### src/rtl/clk_divider.sv
// Three independent half-period dividers producing clk_core, clkI2C and clkUART
// from one system clock; every output comes straight from a toggle flop.
module clk_divider #(
    parameter int unsigned CORE_HALF     = 1,
    parameter int unsigned I2C_HALF_STD  = 83,
    parameter int unsigned I2C_HALF_FAST = 21,
    parameter int unsigned UART_HALF_0   = 868,
    parameter int unsigned UART_HALF_1   = 434,
    parameter int unsigned UART_HALF_2   = 145,
    parameter int unsigned UART_HALF_3   = 72
) (
    input  logic       clk,
    input  logic       reset,
    input  logic       clkI2Csel,
    input  logic [1:0] clkUARTsel,
    output logic       clk_core,
    output logic       clkI2C,
    output logic       clkUART
);

    // A half-period of 0 behaves as 1, so the terminal count saturates at 0.
    function automatic logic [15:0] term_of(input int unsigned half);
        if (half == 0) return 16'd0;
        return 16'(half - 1);
    endfunction

    localparam logic [15:0] CORE_T   = term_of(CORE_HALF);
    localparam logic [15:0] I2C_T_S  = term_of(I2C_HALF_STD);
    localparam logic [15:0] I2C_T_F  = term_of(I2C_HALF_FAST);
    localparam logic [15:0] UART_T_0 = term_of(UART_HALF_0);
    localparam logic [15:0] UART_T_1 = term_of(UART_HALF_1);
    localparam logic [15:0] UART_T_2 = term_of(UART_HALF_2);
    localparam logic [15:0] UART_T_3 = term_of(UART_HALF_3);

    logic [15:0] r_core_cnt;
    logic [15:0] r_i2c_cnt;
    logic [15:0] r_uart_cnt;
    logic        r_core_q;
    logic        r_i2c_q;
    logic        r_uart_q;
    logic [15:0] w_i2c_term;
    logic [15:0] w_uart_term;

    always_comb begin
        w_i2c_term = clkI2Csel ? I2C_T_F : I2C_T_S;
    end

    always_comb begin
        w_uart_term = UART_T_0;
        case (clkUARTsel)
            2'b00:   w_uart_term = UART_T_0;
            2'b01:   w_uart_term = UART_T_1;
            2'b10:   w_uart_term = UART_T_2;
            default: w_uart_term = UART_T_3;
        endcase
    end

    always_ff @(posedge clk or negedge reset) begin
        if (!reset) begin
            r_core_cnt <= '0;
            r_core_q   <= 1'b0;
        end else if (r_core_cnt >= CORE_T) begin
            r_core_cnt <= '0;
            r_core_q   <= ~r_core_q;
        end else begin
            r_core_cnt <= r_core_cnt + 16'd1;
        end
    end

    // >= rather than == lets a switch to a shorter rate terminate at once.
    always_ff @(posedge clk or negedge reset) begin
        if (!reset) begin
            r_i2c_cnt <= '0;
            r_i2c_q   <= 1'b0;
        end else if (r_i2c_cnt >= w_i2c_term) begin
            r_i2c_cnt <= '0;
            r_i2c_q   <= ~r_i2c_q;
        end else begin
            r_i2c_cnt <= r_i2c_cnt + 16'd1;
        end
    end

    always_ff @(posedge clk or negedge reset) begin
        if (!reset) begin
            r_uart_cnt <= '0;
            r_uart_q   <= 1'b0;
        end else if (r_uart_cnt >= w_uart_term) begin
            r_uart_cnt <= '0;
            r_uart_q   <= ~r_uart_q;
        end else begin
            r_uart_cnt <= r_uart_cnt + 16'd1;
        end
    end

    assign clk_core = r_core_q;
    assign clkI2C   = r_i2c_q;
    assign clkUART  = r_uart_q;

endmodule

### config.mk
export PLATFORM = sky130hd
export DESIGN_NAME = clk_divider
export DESIGN_NICKNAME = d
export VERILOG_FILES = /design/src/rtl/clk_divider.sv
export SDC_FILE = /design/constraint.sdc
export NUM_CORES = 1
export LEC_CHECK = 0
export ABC_CLOCK_PERIOD_IN_PS = 2900
export BUFFER_PORTS_ARGS = -buffer_cell sky130_fd_sc_hd__buf_2
export CAP_MARGIN = 10
export CORE_AREA = 10 10 55 74
export DETAILED_ROUTE_END_ITERATION = 7
export DIE_AREA = 0 0 65 84
export GPL_TIMING_DRIVEN = 0
export PLACE_DENSITY = 0.8
export SKIP_LAST_GASP = 1
export SLEW_MARGIN = 20
export SYNTH_ARGS = -nofsm -noshare
export SYNTH_HDL_FRONTEND = slang
export SYNTH_SLANG_ARGS = --single-unit
### constraint.sdc
create_clock -name clk -period 2.9 [get_ports clk]
set_input_delay 0.145 -clock clk [delete_from_list [all_inputs] [get_ports clk]]
set_output_delay 0.145 -clock clk [all_outputs]
set_load 0.02 [all_outputs]
==> insert_results.sql <==
INSERT INTO impl_metrics (metric_group, metric, value, unit) VALUES
('placed_design', 'globalplace.congestion', '0.794', ''),
('layout', 'post_layout_nonfiller_instances', '212', ''),
('pwr', 'cell_internal_pwr', '752', 'uW'),
('sta', 'tns', '0', 'ns'),
('synthesis', 'avgSynthCellArea', '11.4', 'sq um'),
('placed_design', 'place.detailed.instances', '203', ''),
('sta', 'period_share', '71.2', '%'),
('setup_path', 'crit_family', 'compound AO/OA/AOI/OAI gates', ''),
('global_routing', 'grt_start_max_net_pins', '36', ''),
('setup_path', 'timing.critical_path.from_type', 'input port', ''),
('run', 'drv_cap', '0', ''),
('floorplan', 'design.die.area', '0.00546', 'sq mm'),
('detailed_routing', 'remaining_drc_errors', '0', ''),
('worst_hold_path', 'min-delay-path-class', 'input port to flop', ''),
('floorplan', 'die_height', '84', 'um'),
('pwr', 'net-switching-power', '217', 'uW'),
('global_routing', 'globalRoute.totalOverflow', '0', ''),
('cts', 'tritoncts_num_sinks', '35', ''),
('cts', 'clock_tree.buffer_depth', '2', ''),
('setup_path', 'ff2ff_path_depth', '7', ''),
('setup_path', 'reg2reg_slack', '0.86', 'ns'),
('detailed_routing', 'final_antenna_net_count', '0', ''),
('layout', 'finish.utilization', '68.7', '%'),
('setup_path', 'worst_ep_arrival_time', '2.27', 'ns'),
('pwr', 'combinationalPowerShare', '8.1', '%'),
('detailed_routing', 'routed_wire_length_per_instance', '13.3', 'um'),
('layout', 'num-fill-cells', '220', ''),
('detailed_routing', 'detailroute.via_count', '1097', ''),
('synthesis', 'synth_seq_area_share', '52.1', '%'),
('setup_path', 'critPathCaptureType', 'flop', ''),
('detailed_routing', 'wirelength', '2820', 'um'),
('synthesis', 'synthCells', '147', ''),
('setup_path', 'startpoint_of_the_most_critical_setup_path', 'clkUARTsel[0]', ''),
('layout', 'leading_cell_type_in_the_layout_fill_and_taps_excluded', 'sky130_fd_sc_hd__dfrtp_1', ''),
('global_routing', 'first_global_vias', '1231', ''),
('setup_path', 'cp_data_required_time', '3.11', 'ns'),
('setup_path', 'crit_cells', '10', ''),
('sta', 'max_slew.worst_pin.slew', '0.736', 'ns'),
('layout', 'n_antenna_cell', '0', ''),
('synthesis', 'synth.top_cell.area_share', '52.1', '%'),
('synthesis', 'postSynthRegisterBits', '35', ''),
('sta', 'rsz0062_at_grt', 'no', ''),
('cts', 'cts-root-buf', 'sky130_fd_sc_hd__clkbuf_8', ''),
('detailed_routing', 'routed_via_density', '5.17', ''),
('cts', 'clock_tree.htree_level_count', '2', ''),
('setup_path', 'cp_buf_inv_count', '3', ''),
('layout', 'design.final.nets', '198', ''),
('pwr', 'power.density_cell_area', '505', 'mW/mm^2'),
('cts', 'post-cts-setup-buffer-count', '0', ''),
('floorplan', 'boundaryPins', '8', ''),
('cts', 'cts_made_buffers', '5', ''),
('global_routing', 'grt_antenna_before_repair', '0', ''),
('floorplan', 'coreArea', '0.00279', 'sq mm'),
('pwr', 'sequentialPowerShare', '53.4', '%'),
('placed_design', 'hpwlAfterDp', '2060', 'um'),
('setup_path', 'timing_worst_setup_path_type', 'input port to flop', ''),
('placed_design', 'port-buffer-count', '7', ''),
('setup_path', 'cp_slowest_cell', 'sky130_fd_sc_hd__ha_1', ''),
('cts', 'clk_latency', '0.28', 'ns'),
('synthesis', 'yosys_warnings', '0', ''),
('global_routing', 'grt_pass1_wl', '5100', 'um'),
('sta', 'period_minus_slack', '2.06', 'ns'),
('synthesis', 'synth_area', '0.00168', 'sq mm'),
('sta', 'worst_clock_skew', '0.00172', 'ns'),
('status', 'outcome', 'completed', ''),
('layout', 'area.sequential', '876', 'sq um'),
('sta', 'max_freq', '485', 'MHz'),
('synthesis', 'cell_taking_the_most_area_after_synthesis', 'sky130_fd_sc_hd__dfrtp_1', ''),
('floorplan', 'die_width', '65', 'um'),
('detailed_routing', 'firstDrtPassIters', '4', ''),
('sta', 'report.final.hold_viol_count', '0', '');
[cell families after synthesis]
group / share of synthesized area, %
simple gates: 14.2
other cells: 0.223
xor+xnor: 8.85
buf+inv: 3.42
compound gates: 7.07
flops: 52.1
fa+ha+maj: 14.1
[stage by stage]
step	area, sq um	worst slack (ns)
global placement	1810	0.624
CTS	1920	0.803
floorplan	1730	1.04
global route	1920	0.636
detailed placement	1810	0.534
finish	1920	0.836
[worst min-delay path by stage]
stage                    from           end  slack, ns  depth (start not counted)
floorplan               reset        clkI2C      -0.15                          0
global placement        reset  r_i2c_cnt[9]       0.23                          1
detailed placement      reset  r_i2c_cnt[9]       0.25                          1
CTS                 clkI2Csel  r_i2c_cnt[1]       0.40                          5
global route        clkI2Csel  r_i2c_cnt[1]       0.42                          5
finish              clkI2Csel  r_i2c_cnt[1]       0.40                          5
[per-layer routing]
metal  GRT usage (%)  share of wire (%)  vias up
li1                -                  -      530
met1            10.5                 35      537
met2            22.1                 58       20
met3            2.96                2.9       10
met4            8.20                3.8        0
met5               0                  0        -
[cell usage after synthesis]
cell,instances
sky130_fd_sc_hd__and3_1,5
sky130_fd_sc_hd__and2_1,1
sky130_fd_sc_hd__a2111oi_4,1
sky130_fd_sc_hd__clkinv_1,1
sky130_fd_sc_hd__ha_1,19
sky130_fd_sc_hd__a21o_1,1
sky130_fd_sc_hd__and4_1,1
sky130_fd_sc_hd__o21ai_2,1
sky130_fd_sc_hd__nor4_1,1
sky130_fd_sc_hd__o21ai_1,1
sky130_fd_sc_hd__conb_1,1
sky130_fd_sc_hd__a2111oi_0,1
sky130_fd_sc_hd__nor4_2,2
sky130_fd_sc_hd__a221oi_1,1
sky130_fd_sc_hd__o2111ai_4,1
sky130_fd_sc_hd__nand3_1,11
sky130_fd_sc_hd__buf_2,1
sky130_fd_sc_hd__xor2_1,12
sky130_fd_sc_hd__nor2_1,22
sky130_fd_sc_hd__o221ai_1,1
sky130_fd_sc_hd__xnor2_1,5
sky130_fd_sc_hd__inv_1,13
sky130_fd_sc_hd__a211oi_1,1
sky130_fd_sc_hd__dfrtp_1,35
sky130_fd_sc_hd__nand2_1,5
sky130_fd_sc_hd__o21ai_0,1
sky130_fd_sc_hd__a21oi_1,1
sky130_fd_sc_hd__nor3_1,1
[tightest hold or removal path: stages]
cell	delay (ns)
sky130_fd_sc_hd__buf_2	0.09
sky130_fd_sc_hd__ha_1	0.16
sky130_fd_sc_hd__nor4_2	0.06
sky130_fd_sc_hd__o2111ai_4	0.14
sky130_fd_sc_hd__nor2_1	0.05
[what timing repair did]
| item | 4_1_cts | 5_1_grt |
|---|---|---|
| resized for setup | 0 | 0 |
| hold endpoints to repair | 35 | 0 |
| hold buffers | 1 | 0 |
[area by class of cell]
| type | instances | share of cell area, % |
|---|---|---|
| tap | 37 | 2.41 |
| buffer | 1 | 0.261 |
| clock buffer | 8 | 5.22 |
| sequential | 35 | 45.7 |
| timing repair buffer | 8 | 2.35 |
| inverter | 14 | 2.74 |
| multi-input combinational | 109 | 41.4 |
[power groups by stage]
stage / Clock (mW) / Combinational [mW] / Sequential [mW]
after global placement: 0 / 0.0745 / 0.525
after floorplan: 0 / 0.0349 / 0.537
after CTS: 0.386 / 0.0802 / 0.517
final: 0.373 / 0.0782 / 0.517
after global routing: 0.411 / 0.0901 / 0.519
after detailed placement: 0 / 0.0781 / 0.526
[flip-flops by register name, summed over array words and instances (netlist names)]
name        cells
clk_core        1
clkI2C          1
r_uart_cnt     16
r_i2c_cnt      16
clkUART         1
Power figures use the tool's default switching activity.
